### src/rtl/cic3_decim_fifo.sv
// CIC3 output stage: decimate, rescale to OUT_WIDTH, buffer in a FIFO. Optional macro CIC_ROUND_SAT_EN.
// Latency: smp cycle to fifo_count update is 3 edges; read data 1 cycle after rd_en. Full FIFO drops samples (sticky overflow).
module cic3_decim_fifo #(
    parameter int IN_WIDTH   = 25,
    parameter int OUT_WIDTH  = 16,
    parameter int DECIMATION = 64,
    parameter int FIFO_DEPTH = 16
) (
    input  logic                          clk,
    input  logic                          reset,
    input  logic [IN_WIDTH-1:0]           cic_in,
    input  logic                          rd_en,
    input  logic                          clear_overflow,
    output logic [OUT_WIDTH-1:0]          rd_data,
    output logic                          rd_valid,
    output logic [$clog2(FIFO_DEPTH):0]   fifo_count,
    output logic                          empty,
    output logic                          full,
    output logic                          overflow
);
    localparam int SH = IN_WIDTH - OUT_WIDTH;
    localparam int AW = $clog2(FIFO_DEPTH);
    localparam int CW = AW + 1;
    localparam int DW = $clog2(DECIMATION);

    logic [DW-1:0]                dcnt_q, dcnt_d;
    logic                         smp;
    logic signed [IN_WIDTH-1:0]   cap_q, cap_d;
    logic                         v1_q, v1_d, v2_q, v2_d;
    logic [OUT_WIDTH-1:0]         scl_q, scl_d;
    logic [AW-1:0]                wptr_q, wptr_d, rptr_q, rptr_d;
    logic [CW-1:0]                cnt_q, cnt_d;
    logic                         empty_q, empty_d, full_q, full_d;
    logic                         ovf_q, ovf_d, rdv_q, rdv_d;
    logic [OUT_WIDTH-1:0]         rdd_q, rdd_d;
    logic [OUT_WIDTH-1:0]         mem_q [FIFO_DEPTH];
    logic                         rd_fire, wr_fire, drop;

`ifdef CIC_ROUND_SAT_EN
    localparam logic signed [IN_WIDTH:0] RND     = (IN_WIDTH+1)'(1) << (SH-1);
    localparam logic signed [IN_WIDTH:0] SAT_MAX = (IN_WIDTH+1)'((1 << (OUT_WIDTH-1)) - 1);
    localparam logic signed [IN_WIDTH:0] SAT_MIN = ~SAT_MAX;
    logic signed [IN_WIDTH:0] rnd_sum, rnd_shr;

    // One guard bit keeps the rounding add from wrapping near full scale.
    always_comb begin
        rnd_sum = {cap_q[IN_WIDTH-1], cap_q} + RND;
        rnd_shr = rnd_sum >>> SH;
        if (rnd_shr > SAT_MAX)
            scl_d = SAT_MAX[OUT_WIDTH-1:0];
        else if (rnd_shr < SAT_MIN)
            scl_d = SAT_MIN[OUT_WIDTH-1:0];
        else
            scl_d = rnd_shr[OUT_WIDTH-1:0];
    end
`else
    logic unused_lsbs;
    assign unused_lsbs = ^cap_q[SH-1:0];

    // Dropping the low SH bits is exactly an arithmetic shift; the result always fits.
    always_comb begin
        scl_d = cap_q[IN_WIDTH-1:SH];
    end
`endif

    always_comb begin
        smp     = (dcnt_q == DW'(DECIMATION-1));
        dcnt_d  = smp ? '0 : dcnt_q + DW'(1);
        cap_d   = smp ? cic_in : cap_q;
        v1_d    = smp;
        v2_d    = v1_q;
        rd_fire = rd_en && !empty_q;
        // A read on a full FIFO frees the slot the write lands in.
        wr_fire = v2_q && (!full_q || rd_fire);
        drop    = v2_q && full_q && !rd_fire;
        wptr_d  = wr_fire ? wptr_q + AW'(1) : wptr_q;
        rptr_d  = rd_fire ? rptr_q + AW'(1) : rptr_q;
        cnt_d   = cnt_q + CW'(wr_fire) - CW'(rd_fire);
        empty_d = (cnt_d == '0);
        full_d  = (cnt_d == CW'(FIFO_DEPTH));
        rdv_d   = rd_fire;
        rdd_d   = rd_fire ? mem_q[rptr_q] : rdd_q;
        if (drop)
            ovf_d = 1'b1;
        else if (clear_overflow)
            ovf_d = 1'b0;
        else
            ovf_d = ovf_q;
    end

    always_ff @(posedge clk) begin
        if (reset) begin
            dcnt_q  <= '0;
            cap_q   <= '0;
            v1_q    <= 1'b0;
            v2_q    <= 1'b0;
            scl_q   <= '0;
            wptr_q  <= '0;
            rptr_q  <= '0;
            cnt_q   <= '0;
            empty_q <= 1'b1;
            full_q  <= 1'b0;
            ovf_q   <= 1'b0;
            rdv_q   <= 1'b0;
            rdd_q   <= '0;
        end else begin
            dcnt_q  <= dcnt_d;
            cap_q   <= cap_d;
            v1_q    <= v1_d;
            v2_q    <= v2_d;
            scl_q   <= scl_d;
            wptr_q  <= wptr_d;
            rptr_q  <= rptr_d;
            cnt_q   <= cnt_d;
            empty_q <= empty_d;
            full_q  <= full_d;
            ovf_q   <= ovf_d;
            rdv_q   <= rdv_d;
            rdd_q   <= rdd_d;
        end
    end

    always_ff @(posedge clk) begin
        if (!reset && wr_fire)
            mem_q[wptr_q] <= scl_q;
    end

    assign rd_data    = rdd_q;
    assign rd_valid   = rdv_q;
    assign fifo_count = cnt_q;
    assign empty      = empty_q;
    assign full       = full_q;
    assign overflow   = ovf_q;
endmodule

### config.mk
export PLATFORM = sky130hd
export DESIGN_NAME = cic3_decim_fifo
export DESIGN_NICKNAME = d
export VERILOG_FILES = /design/src/rtl/cic3_decim_fifo.sv
export SDC_FILE = /design/constraint.sdc
export NUM_CORES = 1
export LEC_CHECK = 0
export BUFFER_PORTS_ARGS = -buffer_cell sky130_fd_sc_hd__buf_2
export CAP_MARGIN = 20
export CORE_ASPECT_RATIO = 1.2
export CORE_MARGIN = 1
export CORE_UTILIZATION = 45
export CTS_CLUSTER_DIAMETER = 120
export DETAILED_ROUTE_END_ITERATION = 8
export GPL_ROUTABILITY_DRIVEN = 0
export HOLD_SLACK_MARGIN = 0.08
export SYNTH_ARGS = -nofsm -noshare
export SYNTH_HDL_FRONTEND = slang
export SYNTH_SLANG_ARGS = --single-unit
### constraint.sdc
create_clock -name clk -period 4.4 [get_ports clk]
set_clock_uncertainty 0.15 [all_clocks]
set_input_delay 0.22 -clock clk [delete_from_list [all_inputs] [get_ports clk]]
set_output_delay 0.22 -clock clk [all_outputs]
set_load 0.05 [all_outputs]
* Yosys cells after proc, flatten, opt, wreduce, memory -nomap -nowiden
Memory sizes are Yosys's and may differ from the RTL's. A register that Yosys moved wholly into a read port is not among the register bits.
Cells that the tools add are included.
Widths: inputs -> output; s select.
** Operators by class
- Equal/unequal tests :: 2
- Add/sub/neg operators :: 5
- Multiplexer cells :: 4
- Reductions and logical operators :: 13
** Operators by type and width (number)
- $add 4x1->4 const B :: 2
- $add 6x1->6 const B :: 1
- $eq 6x6->1 const B :: 1
- $add 5x1->5 :: 1
- $eq 5x5->1 const B :: 1
- $logic_and 1x1->1 :: 5
- $logic_not 5->1 :: 1
- $sub 5x1->5 :: 1
- $logic_not 1->1 :: 4
- $mux 1 :: 4
- $reduce_bool 2->1 :: 1
- $reduce_or 2->1 :: 1
- $logic_or 1x1->1 :: 1
** Word-level totals
- RAM bits :: 256
- Bits of input ports :: 29
- Word-level logic and storage cells :: 37
- Output and inout bits :: 25
- Memories kept :: 1
- Register bits :: 66
** Memory list
- mem_q :: words 16, width 16, read ports 1, clocked after Yosys merged registers in 1, wr ports 1, line 36 : logic [OUT_WIDTH-1:0] mem_q [FIFO_DEPTH];

* Depth between registers and ports, before layout
- Word-level depth :: 7
- Mapped depth :: 12
- Mapped depth without buffers :: 12

* Worst setup path before layout
Ideal clock, no wire load.
- Path kind :: register to register
- From :: reg empty_q (netlist: empty)
- To :: reg full_q (netlist: full)
- Path slack :: 1.183 ns
- Library setup time :: 0.103 ns
- Arrival :: 2.963 ns
- Stages on the path, launching flop included :: 12
- Cells stage by stage :: dfxtp_1 nand2b_2 a21oi_1 inv_1 ha_1 inv_1 ha_1 inv_1 fa_1 xnor2_1 or3b_2 a2111oi_2
** On the way
- Word-level cells in the longest chain between the ends :: 7
** Ends and longest elaborated chain
- start: declaration :: line 33 : logic empty_q, empty_d, full_q, full_d;
- start signal: assignment :: line 115 : empty_q <= empty_d;
- $logic_not 1->1 (*) :: line 72 : rd_fire = rd_en && !empty_q;
- $logic_and 1x1->1 (*) :: line 72
- $logic_or 1x1->1 :: line 74 : wr_fire = v2_q && (!full_q || rd_fire);
- $logic_and 1x1->1 :: line 74
- $add 5x1->5 :: line 78 : cnt_d = cnt_q + CW'(wr_fire) - CW'(rd_fire);
- $sub 5x1->5 (*) :: line 78
- $eq 5x5->1 (*) :: line 80 : full_d = (cnt_d == CW'(FIFO_DEPTH));
- end signal: assignment :: line 116 : full_q <= full_d;
- end: declaration :: line 33
Every way passes the cells marked *; elsewhere a longest branch is shown, timed or not.
A chain may end at the register's enable or synchronous reset.

* Worst setup path after layout
Same ends and word-level chain as after synthesis.

==> impl_metrics.py <==
metrics = {
    "outcome": {
        "status": "finished clean",
    },
    "cells_and_area": {
        "syn2layout_area_growth_pct": 14.6,
        "final_nets": 804,
        "fillCellCount": 2190,
        "final_area_sq_um": 14200,
        "drive_gt1_frac": 0.244,
        "insertedDiodeCount": 0,
        "fin_cells": 1128,
    },
    "worst_hold_path": {
        "min_path_type": "flip-flop to flip-flop",
        "min_from": "v1_q",
    },
    "floorplanning": {
        "die_w_microns": 154,
        "fp.dieH_microns": 184,
        "num_rows": 66,
        "die-area_sq_um": 28300,
        "core_sq_um": 27100,
        "pin_count": 54,
        "initial_utilization": 0.459,
    },
    "critical_path": {
        "slowest_delay_ns": 0.46,
        "critPathRequiredTime_ns": 4.70,
        "crit_top_cell": "inv_1",
        "startpoint": "empty",
        "cp.arrival_ns": 3.46,
        "path_max_fanout": 7,
        "cp-end-kind": "flip-flop",
        "worst_path_max_delay_cell": "or3b_2",
        "crit_type": "flip-flop to flip-flop",
        "start_kind": "flip-flop",
        "r2r-start": "empty",
        "crit_chain": "nand2b_2, a21oi_1, inv_1, ha_1, inv_1, ha_1, inv_1, fa_1, xnor2_1, or3b_2, a2111oi_2",
    },
    "power": {
        "p_int_uw": 5180,
        "pwr_density_cell_nw_per_um2": 473,
        "ir_drop_v": 0.000360,
        "p_seq_frac": 0.512,
        "switchingPower_uw": 1560,
        "pwr-share-comb": 0.107,
        "power.total_uw": 6740,
        "power_frac_clock": 0.381,
        "leakage_uw": 0.00486,
        "swShare": 0.232,
    },
    "sta": {
        "hold_viol_final": 0,
        "hold_slack_ns": 0.283,
        "min_period_over_period": 0.718,
        "totalNegativeSetupSlack_ns": 0,
        "slew_headroom": 0.331,
        "rsz0062_at_grt": "no",
        "finalCriticalPeriod_ns": 3.16,
        "clock.fmax_ghz": 0.317,
        "worst_pin_slew_ns": 1.00,
        "setup_viol": 0,
        "maxSlewViolCount": 0,
    },
    "drt": {
        "drt-met1-wl_microns": 10300,
        "met2WireLength_microns": 12800,
        "wl_per_cell_microns": 21.8,
        "drc": 0,
        "drt_wl_total_microns": 24500,
        "first_iter_violations": 486,
        "viasPerCell": 5.48,
        "route.met3.wl_microns": 1020,
        "dr.pass1.iters": 5,
        "detail-route-antenna-nets": 0,
        "vias": 6179,
        "top_layer_used": "met4",
    },
    "global_routing": {
        "antenna_found_initial": 0,
        "grt_pass1_vias": 6331,
        "grt.total_usage": 0.179,
        "grt_max_degree": 51,
        "grt_overflow_total": 0,
        "grt_pass1_wl_microns": 37400,
    },
    "flow_run": {
        "cap_violations": 0,
    },
    "clock_tree": {
        "htreeDepth": 1,
        "post-cts-setup-buffers": 0,
        "cts_tree": "yes",
        "clk_path_buf_depth": 3,
        "clkSinkCount": 329,
        "clk_latency_ns": 0.55,
        "numCtsBuffers": 31,
        "root_buffer": "clkbuf_16",
        "clkTransAtPathRegs_ns": 0.06,
    },
    "logic_synthesis": {
        "netlist_area_sq_um": 12400,
        "ys_seq_area_frac": 0.736,
        "synth_top_area_share": 0.619,
        "ys_types": 43,
        "ys_ff_latch": 329,
        "ys.flop_type": "edfxtp_1",
        "syn_area_per_cell_sq_um": 18.4,
        "synth_edf_count": 256,
        "synth.largest_area_cell": "edfxtp_1",
        "ys_async_sr_fraction": 0,
        "syn_nets": 718,
        "syn_inst": 677,
        "synthTopCellsByArea": "edfxtp_1 (62%), dfxtp_1 (12%), mux4_2 (11%)",
        "yosys-top-cells-count": "edfxtp_1 (256), dfxtp_1 (73), mux4_2 (62)",
        "synth_warnings": 0,
        "yosysMostFrequentCell": "edfxtp_1",
    },
    "place": {
        "placedCellCount": 1050,
        "placed_area_sq_um": 13100,
        "io_buffers": 44,
        "hpwl_microns": 14200,
    },
}
flip-flops by register name, summed over array words and instances, names as in the netlist, 4 cells and up:
| name | flops |
|---|---|
| wptr_q | 4 |
| mem_q | 256 |
| scl_q | 16 |
| rptr_q | 4 |
| fifo_count | 5 |
| cap_q | 16 |
| dcnt_q | 6 |
| rd_data | 16 |
power by group through the flow:
stage | clock, uW | sequential [uW] | combinational, uW
final | 2570 | 3450 | 720
after global routing | 2740 | 3470 | 777
after CTS | 2630 | 3460 | 732
after detailed placement | 0 | 3520 | 717
after global placement | 0 | 3520 | 704
after floorplan | 0 | 3600 | 511
per-layer routing:
metal / GRT usage / up-vias
met5: 0 / -
met4: 0.0424 / 0
met3: 0.0245 / 36
met2: 0.316 / 150
met1: 0.235 / 3194
li1: - / 2799
timing repair:
action	CTS	global route
setup endpoints to repair	0	0
endpoints found under the hold margin	29	0
hold buffers	20	0
resized for setup	0	0
cell families (layout without fill, tap and decap cells):
| group | after synthesis | in the layout | synth area share |
|---|---|---|---|
| fa+ha+maj | 12 | 12 | 0.0127 |
| buf+inv | 47 | 158 | 0.0216 |
| flops | 329 | 329 | 0.736 |
| mux | 96 | 96 | 0.140 |
| compound gates | 64 | 64 | 0.0356 |
| xor+xnor | 14 | 14 | 0.00987 |
| simple gates | 115 | 115 | 0.0443 |
through the flow:
stage	setup slack [ns]	util
2_1_floorplan	1.18	-
3_3_place_gp	1.25	0.482
3_5_place_dp	1.25	0.482
4_1_cts	1.22	0.526
5_1_grt	0.987	0.526
6_report	1.24	0.526
worst paths after layout:
check | endpoint | slack (ns) | depth (start not counted)
max | full | 1.24 | 11
min | v2_q | 0.28 | 1
max reg2reg | full | 1.24 | 11
min reg2reg | v2_q | 0.28 | 1
final cells by class:
class                      count  area (sq um)  area share
tap                          340           425      0.0299
sequential                   329          9160       0.643
inverter                      13          48.8     0.00343
timing repair buffer          87           593      0.0416
multi-input combinational    301          3030       0.213
clock buffer                  47           881      0.0618
clock inverter                11           109     0.00764
placed cells by master (no fill, tap or decap), drive strengths merged, types with 2 or more instances in the layout:
cell         netlist  layout
edfxtp           256     256
dfxtp             73      73
buf               21      67
mux4              62      62
clkbuf            13      47
nand2             42      42
mux2i             34      34
nor2              28      28
nor2b             23      23
a21oi             20      20
dlygate4sd3        0      20
o21ai             16      16
o2bb2a            15      15
inv               13      15
ha                11      11
xnor2              9       9
clkinv             0       7
nor3               7       7
xor2               5       5
a211oi             4       4
nand2b             4       4
nand3              3       3
nor3b              3       3
and3               2       2
bufinv             0       2
a2111oi            2       2
critical path, delay by kind of cell, from the launching register on:
kind                     cells  cell delay, ns
adder cells (fa/ha/maj)      3            0.85
flip-flops                   1            0.32
AND/OR/NAND/NOR              2            0.70
XOR/XNOR                     1            0.17
AO/OA/AOI/OAI                2            0.66
buffers and inverters        3            0.19
Note: power is estimated with default switching activity, not from simulation.
